==> config.mk <==
export PLATFORM = sky130hd
export DESIGN_NAME = cell_editor
export DESIGN_NICKNAME = d
export VERILOG_FILES = /design/src/rtl/cell_editor.sv
export SDC_FILE = /design/constraint.sdc
export NUM_CORES = 1
export LEC_CHECK = 0
export CAP_MARGIN = 10
export CORE_AREA = 5 5 149 136
export CTS_CLUSTER_SIZE = 10
export DETAILED_ROUTE_END_ITERATION = 8
export DIE_AREA = 0 0 154 141
export SYNTH_ARGS = -nofsm -noshare
export SYNTH_HDL_FRONTEND = slang
export SYNTH_SLANG_ARGS = --single-unit
==> constraint.sdc <==
create_clock -name clk -period 2.5 [get_ports clk]
set_clock_uncertainty 0.05 [all_clocks]
set_input_delay 0.5 -clock clk [delete_from_list [all_inputs] [get_ports clk]]
set_output_delay 0.5 -clock clk [all_outputs]
set_load 0.05 [all_outputs]
==> src/rtl/cell_editor.sv <==
// rtl/cell_editor.sv - button debounce, edit cursor and single-cell write sequencer for the 4x4 life array
// Each button is synchronised and debounced; toggle presses become one IDLE->WRITE->SETTLE transaction.
module cell_editor #(
  parameter int DEBOUNCE_CYCLES = 1000000,
  parameter int CNT_W           = 20
) (
  input  logic        clk,
  input  logic        reset,
  input  logic        btn_up,
  input  logic        btn_down,
  input  logic        btn_left,
  input  logic        btn_right,
  input  logic        btn_toggle,
  input  logic        lock,
  input  logic [15:0] alive,
  output logic [1:0]  row,
  output logic [1:0]  col,
  output logic        val,
  output logic        write_enb,
  output logic [15:0] cursor,
  output logic        busy
);

  typedef enum logic [1:0] {IDLE, WRITE, SETTLE} state_t;

  // bit order: 0 up, 1 down, 2 left, 3 right, 4 toggle
  logic [4:0]       raw;
  logic [4:0]       sync1;
  logic [4:0]       sync2;
  logic [4:0]       deb;
  logic [4:0]       deb_d;
  logic [4:0]       press;
  logic [CNT_W-1:0] cnt [5];

  logic [1:0] cur_row;
  logic [1:0] cur_col;
  logic [1:0] row_step;
  logic [1:0] col_step;
  state_t     state;
  state_t     state_next;
  logic       start;

  assign raw   = {btn_toggle, btn_right, btn_left, btn_down, btn_up};
  assign press = deb & ~deb_d;

  always_ff @(posedge clk) begin
    if (!reset) begin
      sync1 <= '0;
      sync2 <= '0;
      deb   <= '0;
      deb_d <= '0;
      for (int i = 0; i < 5; i++) cnt[i] <= '0;
    end else begin
      sync1 <= raw;
      sync2 <= sync1;
      deb_d <= deb;
      for (int i = 0; i < 5; i++) begin
        if (sync2[i] == deb[i]) begin
          cnt[i] <= '0;
        end else if (cnt[i] == CNT_W'(DEBOUNCE_CYCLES - 1)) begin
          deb[i] <= ~deb[i];
          cnt[i] <= '0;
        end else begin
          cnt[i] <= cnt[i] + 1'b1;
        end
      end
    end
  end

  // opposing presses in the same cycle cancel; 2'd3 is a modulo-4 decrement
  always_comb begin
    row_step = 2'd0;
    col_step = 2'd0;
    if (press[0] && !press[1]) row_step = 2'd3;
    if (press[1] && !press[0]) row_step = 2'd1;
    if (press[2] && !press[3]) col_step = 2'd3;
    if (press[3] && !press[2]) col_step = 2'd1;
  end

  always_ff @(posedge clk) begin
    if (!reset) begin
      cur_row <= 2'd0;
      cur_col <= 2'd0;
      cursor  <= 16'h0001;
    end else begin
      cur_row <= cur_row + row_step;
      cur_col <= cur_col + col_step;
      cursor  <= 16'd1 << {cur_row, cur_col};
    end
  end

  assign start = (state == IDLE) && press[4] && !lock;

  always_ff @(posedge clk) begin
    if (!reset) state <= IDLE;
    else        state <= state_next;
  end

  always_comb begin
    state_next = state;
    case (state)
      IDLE:    if (start) state_next = WRITE;
      WRITE:   state_next = SETTLE;
      SETTLE:  state_next = IDLE;
      default: state_next = IDLE;
    endcase
  end

  always_comb begin
    write_enb = (state == WRITE);
    busy      = (state == WRITE) || (state == SETTLE);
  end

  // address/data latch on the pre-move cursor and hold between transactions
  always_ff @(posedge clk) begin
    if (!reset) begin
      row <= 2'd0;
      col <= 2'd0;
      val <= 1'b0;
    end else if (start) begin
      row <= cur_row;
      col <= cur_col;
      val <= ~alive[{cur_row, cur_col}];
    end
  end

endmodule

==> qor.yml, run 1 <==
critical_path:
  path_buf_inv: 2
  critical_path_required_ns: 1.95
  timing.critical_path.to: "write_enb"
  critPathKind: "flop to output pin"
  critical_path_launch_point: "state[1]"
  cp_num_cells: 3
  rr_startpoint: "cnt[4][8]"
  worstReg2RegEnd: "cnt[4][5]"
  slowest_delay_ns: 0.80
  crit_family: "buffers and inverters"
  maximum_net_fanout_on_the_critical_path: 3
  crit_path_end_kind: "output pin"
  timing.critical_path.cells: "inv_1 -> ha_1 -> clkdlybuf4s50_1"
  rr_worst_depth: 5
  crit_path_start_kind: "flop"
  critPathArrivalTime_ns: 1.80
  timing.critical_path.slowest_stage_cell: "sky130_fd_sc_hd__clkdlybuf4s50_1"
  worst-r2r-setup-slack_ns: 0.16
finish:
  layout.cells.most_common_list: "sky130_fd_sc_hd__edfxtp_1, sky130_fd_sc_hd__conb_1, sky130_fd_sc_hd__nor2_1, sky130_fd_sc_hd__dfxtp_1, sky130_fd_sc_hd__clkdlybuf4s50_1"
  finish.cell_count_without_fillers: 1116
  antennaDiodeCount: 0
  nFillCells: 1787
  finished_core_util_pct: 48.4
  final_layout_size_suffix_gt1_share_pct: 6.93
  final_net_count: 889
  layout-area-overhead-vs-synth_pct: 24.7
drt:
  routed_via_density: 4.73
  route.vias.total: 5276
  detail_route.first_pass.iterations: 4
  antenna_violating_nets_post_route: 0
  route.detailed.drc: 0
  routedWlPerCell_um: 12.4
  detail_route.iter0.violations: 261
  finalWirelength_mm: 13.9
global_route:
  grt_antenna_before_repair: 0
  grt_max_degree: 21
  grt-ovfl-total: 0
  global_route.usage.total_pct: 13.2
  grt_pass1_wl_mm: 23.3
  number_of_global_route_vias_before_repair: 4829
timing:
  layout_setup_ws_ns: 0.146
  whs_ns: 0.378
  grt_setup_unrepaired: "no"
  post-route-min-period_ns: 2.35
  setup_viol: 0
  slew-limit-headroom_pct: 63.7
  worst_pin_slew_ns: 0.543
  fin_crit_share_pct: 94.2
  finalMaxSlewViolations: 0
  totalNegativeSetupSlack_ns: 0
  fmax_mhz: 425
  report.final.hold_viol_count: 0
yosys:
  synthArstFlopShare_pct: 0
  synth-xor-area-share_pct: 8.43
  synthesis.instances: 695
  area_fraction_in_and_or_nand_and_nor_cells_after_synthesis_pct: 23.9
  synth-seq-cells: 147
  synth_warnings: 0
  synth-edff-count: 100
  synth.lib_cells_used.distinct: 50
  synth_compound_area_share_pct: 6.45
  mappedNetlistArea_um2: 7270
  yosys-mux-area-fraction_pct: 2.00
  synth-adder-area-share_pct: 2.07
  seq_area_frac_synth_pct: 54.3
  synth.avg_cell_area_um2: 10.5
  synth_top_family_by_area: "simple AND/OR/NAND/NOR gates"
  dominantRegCellSynth: "sky130_fd_sc_hd__edfxtp_1"
clock_network:
  cts_root_buffer: "sky130_fd_sc_hd__clkbuf_16"
  cts_buffers: 17
  tritoncts: "done"
  postCtsSetupRepairBufs: 0
  cts.sinks: 147
  cts.path.max_buffers: 2
  clkTransAtPathRegs_ns: 0.06
  insertion_delay_ns: 0.42
  htree_levels: 4
floorplanning:
  rows: 48
  initial_core_util_pct: 38.8
  dieHeight_um: 141
  width_of_the_chip_um: 154
  dieArea_um2: 21700
  io_pins: 47
  placeableCoreArea_um2: 18700
status:
  outcome: "finished clean"
run:
  cap_viol_max_count: 0
placement:
  port_buffers: 46
  dpl.hpwl_mm: 9.86
  dp_cells: 1084
  place_worst_setup_slack_ns: 0.136
  routabilityCongestion: 0.785
power:
  peakVddDrop_uv: 500
  power.density_cell_area_nw_per_um2: 618
  power_leakage_nw: 3.22
worst_hold_path:
  hold_path.class: "flop to flop"
## how the worst min path moves through the flow
| stage | end | startpoint | slack, ns | cells past startpoint |
|---|---|---|---|---|
| 6_report | sync2[3] | sync1[3] | 0.38 | 1 |
| 2_1_floorplan | sync2[0] | sync1[0] | 0.36 | 1 |
| 3_3_place_gp | sync2[3] | sync1[3] | 0.36 | 1 |
| 3_5_place_dp | sync2[3] | sync1[3] | 0.37 | 1 |
| 5_1_grt | sync2[0] | sync1[0] | 0.40 | 1 |
| 4_1_cts | sync2[3] | sync1[3] | 0.38 | 1 |
## power breakdown
| group | total (W) | switching [W] | leakage [nW] | internal [W] |
|---|---|---|---|---|
| sequential | 0.00276 | 0.0000816 | 1.41 | 0.00268 |
| clock | 0.00254 | 0.000970 | 0.303 | 0.00157 |
| combinational | 0.000294 | 0.000162 | 1.50 | 0.000132 |
| total | 0.00560 | 0.00121 | 3.22 | 0.00439 |
## per-stage QoR
step / instance area, um^2 / total power (W)
after CTS: 9060 / 0.00567
after detailed placement: 8460 / 0.00310
after global routing: 9070 / 0.00584
after global placement: 8460 / 0.00310
after floorplan: 7640 / 0.00299
final: 9070 / 0.00560
## metal layers
metal	vias up	routed length, um	track usage (%)
met5	-	0	0
met1	2417	7040	18.4
met4	0	223	4.09
met3	20	617	4.21
li1	2754	-	-
met2	85	5970	19.7
## what timing repair did
action,CTS,global route
hold endpoints to repair,0,0
endpoints found under the setup margin,0,4
hold buffers,0,0
gates resized for setup,0,2
## cell type report
class	count	area (um^2)	share of cell area [%]
flip-flops and latches	147	3940	43.5
multi-input cells	596	3500	38.6
repair buffers	65	609	6.72
clock buffers	27	572	6.31
well taps	250	313	3.45
inverters	26	97.6	1.08
clock inverters	5	32.5	0.359
## flip-flops by register name, indices dropped and copies added, names as in the netlist
signal,cells
cnt,100
col,2
cursor,16
deb_d,5
deb,5
sync2,5
sync1,5
state,2
row,2
val,1
cur_col,2
cur_row,2
## cell families (layout without fill, tap and decap cells)
group                      Yosys count  count (layout)
and+or+nand+nor                    325             325
buffers and inverters               51             123
DFF                                147             147
AOI/OAI and AO/OA                   77              77
xor gates and xnor gates            70              70
adders and majority gates           12              12
other                                1             100
muxes                               12              12
## synth_stat cells, types with 2 or more instances
| library cell | n | share of area [%] |
|---|---|---|
| sky130_fd_sc_hd__clkbuf_1 | 20 | 1.0 |
| sky130_fd_sc_hd__mux4_2 | 2 | 0.62 |
| sky130_fd_sc_hd__nor2_1 | 96 | 5.0 |
| sky130_fd_sc_hd__ha_1 | 12 | 2.1 |
| sky130_fd_sc_hd__nand2_1 | 32 | 1.7 |
| sky130_fd_sc_hd__nand3_1 | 42 | 2.9 |
| sky130_fd_sc_hd__mux2i_1 | 10 | 1.4 |
| sky130_fd_sc_hd__and4_1 | 4 | 0.48 |
| sky130_fd_sc_hd__nor4bb_1 | 2 | 0.28 |
| sky130_fd_sc_hd__nand2b_1 | 5 | 0.43 |
| sky130_fd_sc_hd__inv_1 | 26 | 1.3 |
| sky130_fd_sc_hd__or2_2 | 2 | 0.17 |
| sky130_fd_sc_hd__or4_1 | 19 | 2.0 |
| sky130_fd_sc_hd__nor4_1 | 14 | 1.2 |
| sky130_fd_sc_hd__nand4_1 | 21 | 1.8 |
| sky130_fd_sc_hd__nor4b_1 | 6 | 0.72 |
| sky130_fd_sc_hd__edfxtp_1 | 100 | 41 |
| sky130_fd_sc_hd__o21ai_0 | 19 | 1.3 |
| sky130_fd_sc_hd__xor2_1 | 31 | 3.7 |
| sky130_fd_sc_hd__dfxtp_1 | 47 | 13 |
| sky130_fd_sc_hd__and2_1 | 21 | 1.8 |
| sky130_fd_sc_hd__nand3b_1 | 3 | 0.31 |
| sky130_fd_sc_hd__buf_2 | 2 | 0.14 |
| sky130_fd_sc_hd__nand4b_1 | 2 | 0.24 |
| sky130_fd_sc_hd__a21oi_1 | 32 | 2.2 |
| sky130_fd_sc_hd__or3_1 | 21 | 1.8 |
| sky130_fd_sc_hd__xnor2_1 | 39 | 4.7 |
| sky130_fd_sc_hd__nor3_1 | 14 | 0.96 |
| sky130_fd_sc_hd__buf_1 | 2 | 0.10 |
| sky130_fd_sc_hd__o211ai_1 | 2 | 0.21 |
| sky130_fd_sc_hd__o21a_1 | 4 | 0.41 |
| sky130_fd_sc_hd__and3_1 | 10 | 0.86 |
| sky130_fd_sc_hd__or4b_2 | 2 | 0.28 |
| sky130_fd_sc_hd__o31ai_1 | 14 | 1.4 |
| sky130_fd_sc_hd__nor2b_1 | 2 | 0.17 |
Note: power is estimated with default switching activity, not from simulation.
==> inputs of run 2 (changes only) <==
- GPL_TIMING_DRIVEN: unset -> 0
- TNS_END_PERCENT: unset -> 100
- clock period: 2.5 -> 2.6 ns (I/O delays scaled with it)
==> qor.yml, run 2 (synthesis results as in run 1) <==
finish:
  antennaDiodeCount: 0
  largest_register: "cnt"
  multi_input_comb_area_um2: 3500
  layout-area-overhead-vs-synth_pct: 23.7
  nFillCells: 1777
  layout.cells.most_common_list: "sky130_fd_sc_hd__edfxtp_1, sky130_fd_sc_hd__conb_1, sky130_fd_sc_hd__nor2_1, sky130_fd_sc_hd__dfxtp_1, sky130_fd_sc_hd__clkdlybuf4s50_1"
  summed_area_of_non_filler_cells_in_the_final_layout_um2: 8990
  final_net_count: 895
  largest_register_ff_count: 100
  final_layout_size_suffix_gt1_share_pct: 5.39
  seq_area_um2: 3940
  biggestRegsByFlops: "cnt: 100 flops, cursor: 16 flops"
global_route:
  grt_antenna_before_repair: 0
  global_route.usage.total_pct: 13.4
  number_of_global_route_vias_before_repair: 4920
  grt-ovfl-total: 0
  grt_pass1_wl_mm: 24.0
  grt_max_degree: 17
timing:
  totalNegativeSetupSlack_ns: 0
  worst_pin_slew_ns: 0.583
  fin_crit_share_pct: 95.6
  slew-limit-headroom_pct: 61.1
  setup_viol: 0
  report.final.hold_viol_count: 0
  post-route-min-period_ns: 2.49
  fmax_mhz: 402
  layout_setup_ws_ns: 0.114
  grt_setup_unrepaired: "no"
  finalMaxSlewViolations: 0
critical_path:
  slowest_delay_ns: 0.79
  crit_path_start_kind: "flop"
  crit_path_end_kind: "output pin"
  worstReg2RegEnd: "cnt[2][12]"
  timing.critical_path.slowest_stage_cell: "sky130_fd_sc_hd__clkdlybuf4s50_1"
  maximum_net_fanout_on_the_critical_path: 3
  rr_worst_depth: 5
  critPathKind: "flop to output pin"
  rr_startpoint: "cnt[2][11]"
  critPathArrivalTime_ns: 1.92
  critical_path_required_ns: 2.03
  crit_family: "buffers and inverters"
  path_buf_inv: 2
  worst-r2r-setup-slack_ns: 0.13
  timing.critical_path.cells: "inv_1 -> ha_1 -> clkdlybuf4s50_1"
status:
  outcome: "finished clean"
clock_network:
  postCtsSetupRepairBufs: 0
  htree_levels: 4
  cts.path.max_buffers: 2
  insertion_delay_ns: 0.42
  tritoncts: "done"
  cts.sinks: 147
  clkTransAtPathRegs_ns: 0.06
  cts_buffers: 17
  cts_root_buffer: "sky130_fd_sc_hd__clkbuf_16"
  cts.hold.buffers_added: 0
floorplanning:
  io_pins: 47
  dieHeight_um: 141
  initial_core_util_pct: 38.8
  dieArea_um2: 21700
  placeableCoreArea_um2: 18700
  rows: 48
  width_of_the_chip_um: 154
drt:
  finalWirelength_mm: 14.2
  route.vias.total: 5322
  route.detailed.drc: 0
  routedWlPerCell_um: 12.6
  detail_route.iter0.violations: 264
  detail_route.first_pass.iterations: 4
  routed_via_density: 4.74
  antenna_violating_nets_post_route: 0
run:
  cap_viol_max_count: 0
power:
  power.density_cell_area_nw_per_um2: 588
  internal_power_w: 0.00405
  power_leakage_nw: 3.13
  power_frac_seq_pct: 50.2
  switching_share_pct: 23.5
  power_frac_comb_pct: 5.3
  total_power_w: 0.00529
  peakVddDrop_uv: 445
  power.switching_w: 0.00124
  clockPowerShare_pct: 44.5
placement:
  routabilityCongestion: 0.793
  port_buffers: 46
  placedInstanceArea_um2: 8410
  place_worst_setup_slack_ns: -0.0760
  dpl.hpwl_mm: 10.2
worst_hold_path:
  hold_path.class: "flop to flop"
  min_delay_worst_endpoint: "sync2[0]"
  min_from: "sync1[0]"
  hold_path_depth: 1
==> run 2: layout make-up <==
| type | count | area share (%) |
|---|---|---|
| plain buffers | 25 | 1.21 |
| clock buffers | 20 | 5.33 |
| clock inverters | 12 | 1.04 |
| inverters | 26 | 1.09 |
| multi-input cells | 596 | 38.9 |
| flip-flops and latches | 147 | 43.9 |
| well taps | 250 | 3.48 |
| repair buffers | 46 | 5.12 |
==> run 2: how the worst max path moves through the flow <==
stage                     cells after the start         end  slack, ns  startpoint
final                                         3        busy       0.11    state[0]
after detailed placement                      6  cnt[0][12]      -0.08   cnt[0][0]
after CTS                                     3        busy       0.09    state[0]
after floorplan                               5  cnt[2][10]       0.32  cnt[2][11]
after global placement                        6   cnt[0][8]      -0.09   cnt[0][0]
after global routing                          5  cnt[2][10]       0.03  cnt[2][11]
==> run 2: routing by layer <==
metal	vias to the layer above	part of all wire (%)	wire (um)	global-route usage (%)
li1	2767	-	-	-
met1	2458	52	7440	19.0
met2	87	43	6050	20.3
met3	10	3.9	559	3.78
met4	0	0.88	125	3.30
met5	-	0	0	0
==> run 2: through the flow <==
stage          hold WS (ns)  utilization, %  instances
5_1_grt               0.397            48.0       1122
6_report              0.379            48.0       1122
3_3_place_gp          0.366            44.9       1090
2_1_floorplan         0.362               -        794
3_5_place_dp          0.369            44.9       1090
4_1_cts               0.381            48.0       1122
==> run 2: power groups by stage <==
stage / Combinational [W] / Sequential, W / Clock (W)
after global routing: 0.000317 / 0.00267 / 0.00254
after CTS: 0.000279 / 0.00265 / 0.00243
after floorplan: 0.000196 / 0.00268 / 0
after global placement: 0.000275 / 0.00270 / 0
after detailed placement: 0.000277 / 0.00270 / 0
final: 0.000278 / 0.00266 / 0.00236
==> run 2: repair_timing <==
item / in CTS / in global routing
resized for setup: 1 / 2
endpoints found under the setup margin: 10 / 5
endpoints found under the hold margin: 0 / 0
pin swaps: 0 / 0
==> run 2: worst reg2reg max path, cell delays in order, from the launching register on <==
cell and delay [ns]:
sky130_fd_sc_hd__edfxtp_1 0.46, sky130_fd_sc_hd__or4_1 0.54, sky130_fd_sc_hd__or4_4 0.59, sky130_fd_sc_hd__o211ai_4 0.35, sky130_fd_sc_hd__buf_8 0.19, sky130_fd_sc_hd__nor2_1 0.05
==> inputs of run 3 (changes only) <==
- CELL_PAD_IN_SITES_DETAIL_PLACEMENT: unset -> 2
- CELL_PAD_IN_SITES_GLOBAL_PLACEMENT: unset -> 2
- CORE_AREA: 5 5 149 136 -> 5 5 150 138
- DIE_AREA: 0 0 154 141 -> 0 0 155 143
- PLACE_DENSITY_LB_ADDON: unset -> 0.1
==> qor.yml, run 3 (synthesis results as in run 1) <==
critical_path:
  worstReg2RegEnd: "cnt[4][2]"
  critical_path_required_ns: 2.72
  rr_startpoint: "cnt[4][6]"
  critPathKind: "flop to flop"
  crit_family: "simple AND/OR/NAND/NOR gates"
  slowest_delay_ns: 0.61
  critPathArrivalTime_ns: 2.65
  path_buf_inv: 1
  maximum_net_fanout_on_the_critical_path: 10
  worst-r2r-setup-slack_ns: 0.07
  rr_worst_depth: 5
  critical_path_launch_point: "cnt[4][6]"
  timing.critical_path.slowest_stage_cell: "sky130_fd_sc_hd__or4_1"
  crit_path_start_kind: "flop"
  cp_num_cells: 5
  timing.critical_path.cells: "or4b_1 -> or4_1 -> o211ai_1 -> buf_2 -> nor2_1"
  timing.critical_path.to: "cnt[4][2]"
  crit_path_end_kind: "flop"
global_route:
  grt_pass1_wl_mm: 33.0
  groute.layer.met1.usage_pct: 21.1
  grt_peak_use_layer: "met2"
  gr-usage-met3_pct: 3.79
  grt_max_degree: 19
  grt-ovfl-total: 0
  gr-usage-met2_pct: 36.1
  global_route.usage.total_pct: 18.9
  number_of_global_route_vias_before_repair: 6489
  grt_antenna_before_repair: 0
floorplanning:
  dieHeight_um: 143
  width_of_the_chip_um: 155
  io_pins: 47
  initial_core_util_pct: 38.4
  dieArea_um2: 22200
  rows: 48
  placeableCoreArea_um2: 18900
power:
  switching_share_pct: 22.3
  power_leakage_nw: 3.17
  clockPowerShare_pct: 45.6
  power.switching_w: 0.00122
  power_frac_comb_pct: 5.5
  power_frac_seq_pct: 48.8
  peakVddDrop_uv: 448
  internal_power_w: 0.00423
  power.density_cell_area_nw_per_um2: 603
  total_power_w: 0.00545
finish:
  layout.cells.most_common_list: "sky130_fd_sc_hd__edfxtp_1, sky130_fd_sc_hd__conb_1, sky130_fd_sc_hd__nor2_1, sky130_fd_sc_hd__dfxtp_1, sky130_fd_sc_hd__clkdlybuf4s50_1"
  summed_area_of_non_filler_cells_in_the_final_layout_um2: 9040
  finish.cell_count_without_fillers: 1123
  final_layout_size_suffix_gt1_share_pct: 4.81
  largest_register_ff_count: 100
  antennaDiodeCount: 0
  final_net_count: 896
  layout-area-overhead-vs-synth_pct: 24.4
  biggestRegsByFlops: "cnt: 100 flops, cursor: 16 flops"
  largest_register: "cnt"
  nFillCells: 1981
clock_network:
  cts.sinks: 147
  tritoncts: "done"
  insertion_delay_ns: 0.42
  cts_root_buffer: "sky130_fd_sc_hd__clkbuf_16"
  cts_buffers: 17
  htree_levels: 4
  clkTransAtPathRegs_ns: 0.06
  cts.hold.buffers_added: 0
  cts.path.max_buffers: 2
timing:
  setup_viol: 0
  layout_setup_ws_ns: 0.0682
  worst_pin_slew_ns: 0.716
  report.final.hold_viol_count: 0
  fmax_mhz: 395
  slew-limit-headroom_pct: 52.3
  finalMaxSlewViolations: 0
  post-route-min-period_ns: 2.53
  fin_crit_share_pct: 97.4
  grt_setup_unrepaired: "yes"
  totalNegativeSetupSlack_ns: 0
drt:
  detail_route.iter0.violations: 245
  antenna_violating_nets_post_route: 0
  route.vias.total: 5718
  detail_route.first_pass.iterations: 6
  route.detailed.drc: 0
  routed_via_density: 5.09
  routedWlPerCell_um: 18.0
  finalWirelength_mm: 20.2
placement:
  routabilityCongestion: 0.769
  place_worst_setup_slack_ns: -0.303
  port_buffers: 46
  dpl.hpwl_mm: 14.4
  placedInstanceArea_um2: 8410
  dp_cells: 1090
run:
  cap_viol_max_count: 0
status:
  outcome: "finished clean"
worst_hold_path:
  hold_path.class: "flop to flop"
## run 3: metrics by stage
stage | hold slack (ns) | utilization [%]
2_1_floorplan | 0.362 | -
3_3_place_gp | 0.367 | 44.5
3_5_place_dp | 0.370 | 44.5
4_1_cts | 0.394 | 47.6
5_1_grt | 0.406 | 47.8
6_report | 0.393 | 47.8
## run 3: cell type report
class                      instances  area, um^2  share of cell area [%]
buffer                            24         104                    1.15
clock buffer                      29         553                    6.12
clock inverter                     3        38.8                   0.429
inverter                          26        97.6                    1.08
multi-input combinational        596        3500                    38.7
sequential                       147        3940                    43.6
tap                              250         313                    3.46
timing repair buffer              48         490                    5.42
## run 3: worst min path at each step
| stage | from | to | slack [ns] | depth (start not counted) |
|---|---|---|---|---|
| final | sync1[4] | sync2[4] | 0.39 | 1 |
| after global routing | sync1[1] | sync2[1] | 0.41 | 1 |
| after CTS | sync1[4] | sync2[4] | 0.39 | 1 |
| after detailed placement | sync1[3] | sync2[3] | 0.37 | 1 |
| after global placement | sync1[4] | sync2[4] | 0.37 | 1 |
| after floorplan | sync1[0] | sync2[0] | 0.36 | 1 |
## run 3: power groups by stage
stage	sequential [W]	clock, W	combinational, W
floorplan	0.00268	0	0.000196
global placement	0.00270	0	0.000275
detailed placement	0.00271	0	0.000290
CTS	0.00266	0.00253	0.000298
global route	0.00267	0.00266	0.000337
finish	0.00266	0.00249	0.000302
## run 3: routing by layer
| metal | vias to the layer above | wire (um) | share of wire [%] |
|---|---|---|---|
| li1 | 2764 | - | - |
| met1 | 2867 | 8450 | 42 |
| met2 | 65 | 11000 | 55 |
| met3 | 22 | 448 | 2.2 |
| met4 | 0 | 280 | 1.4 |
| met5 | - | 0 | 0 |
## run 3: timing repair
item / CTS / global route
resized for setup: 2 / 1
setup buffers: 0 / 2
endpoints found under the hold margin: 0 / 0
endpoints found under the setup margin: 10 / 8
pin swaps: 0 / 1
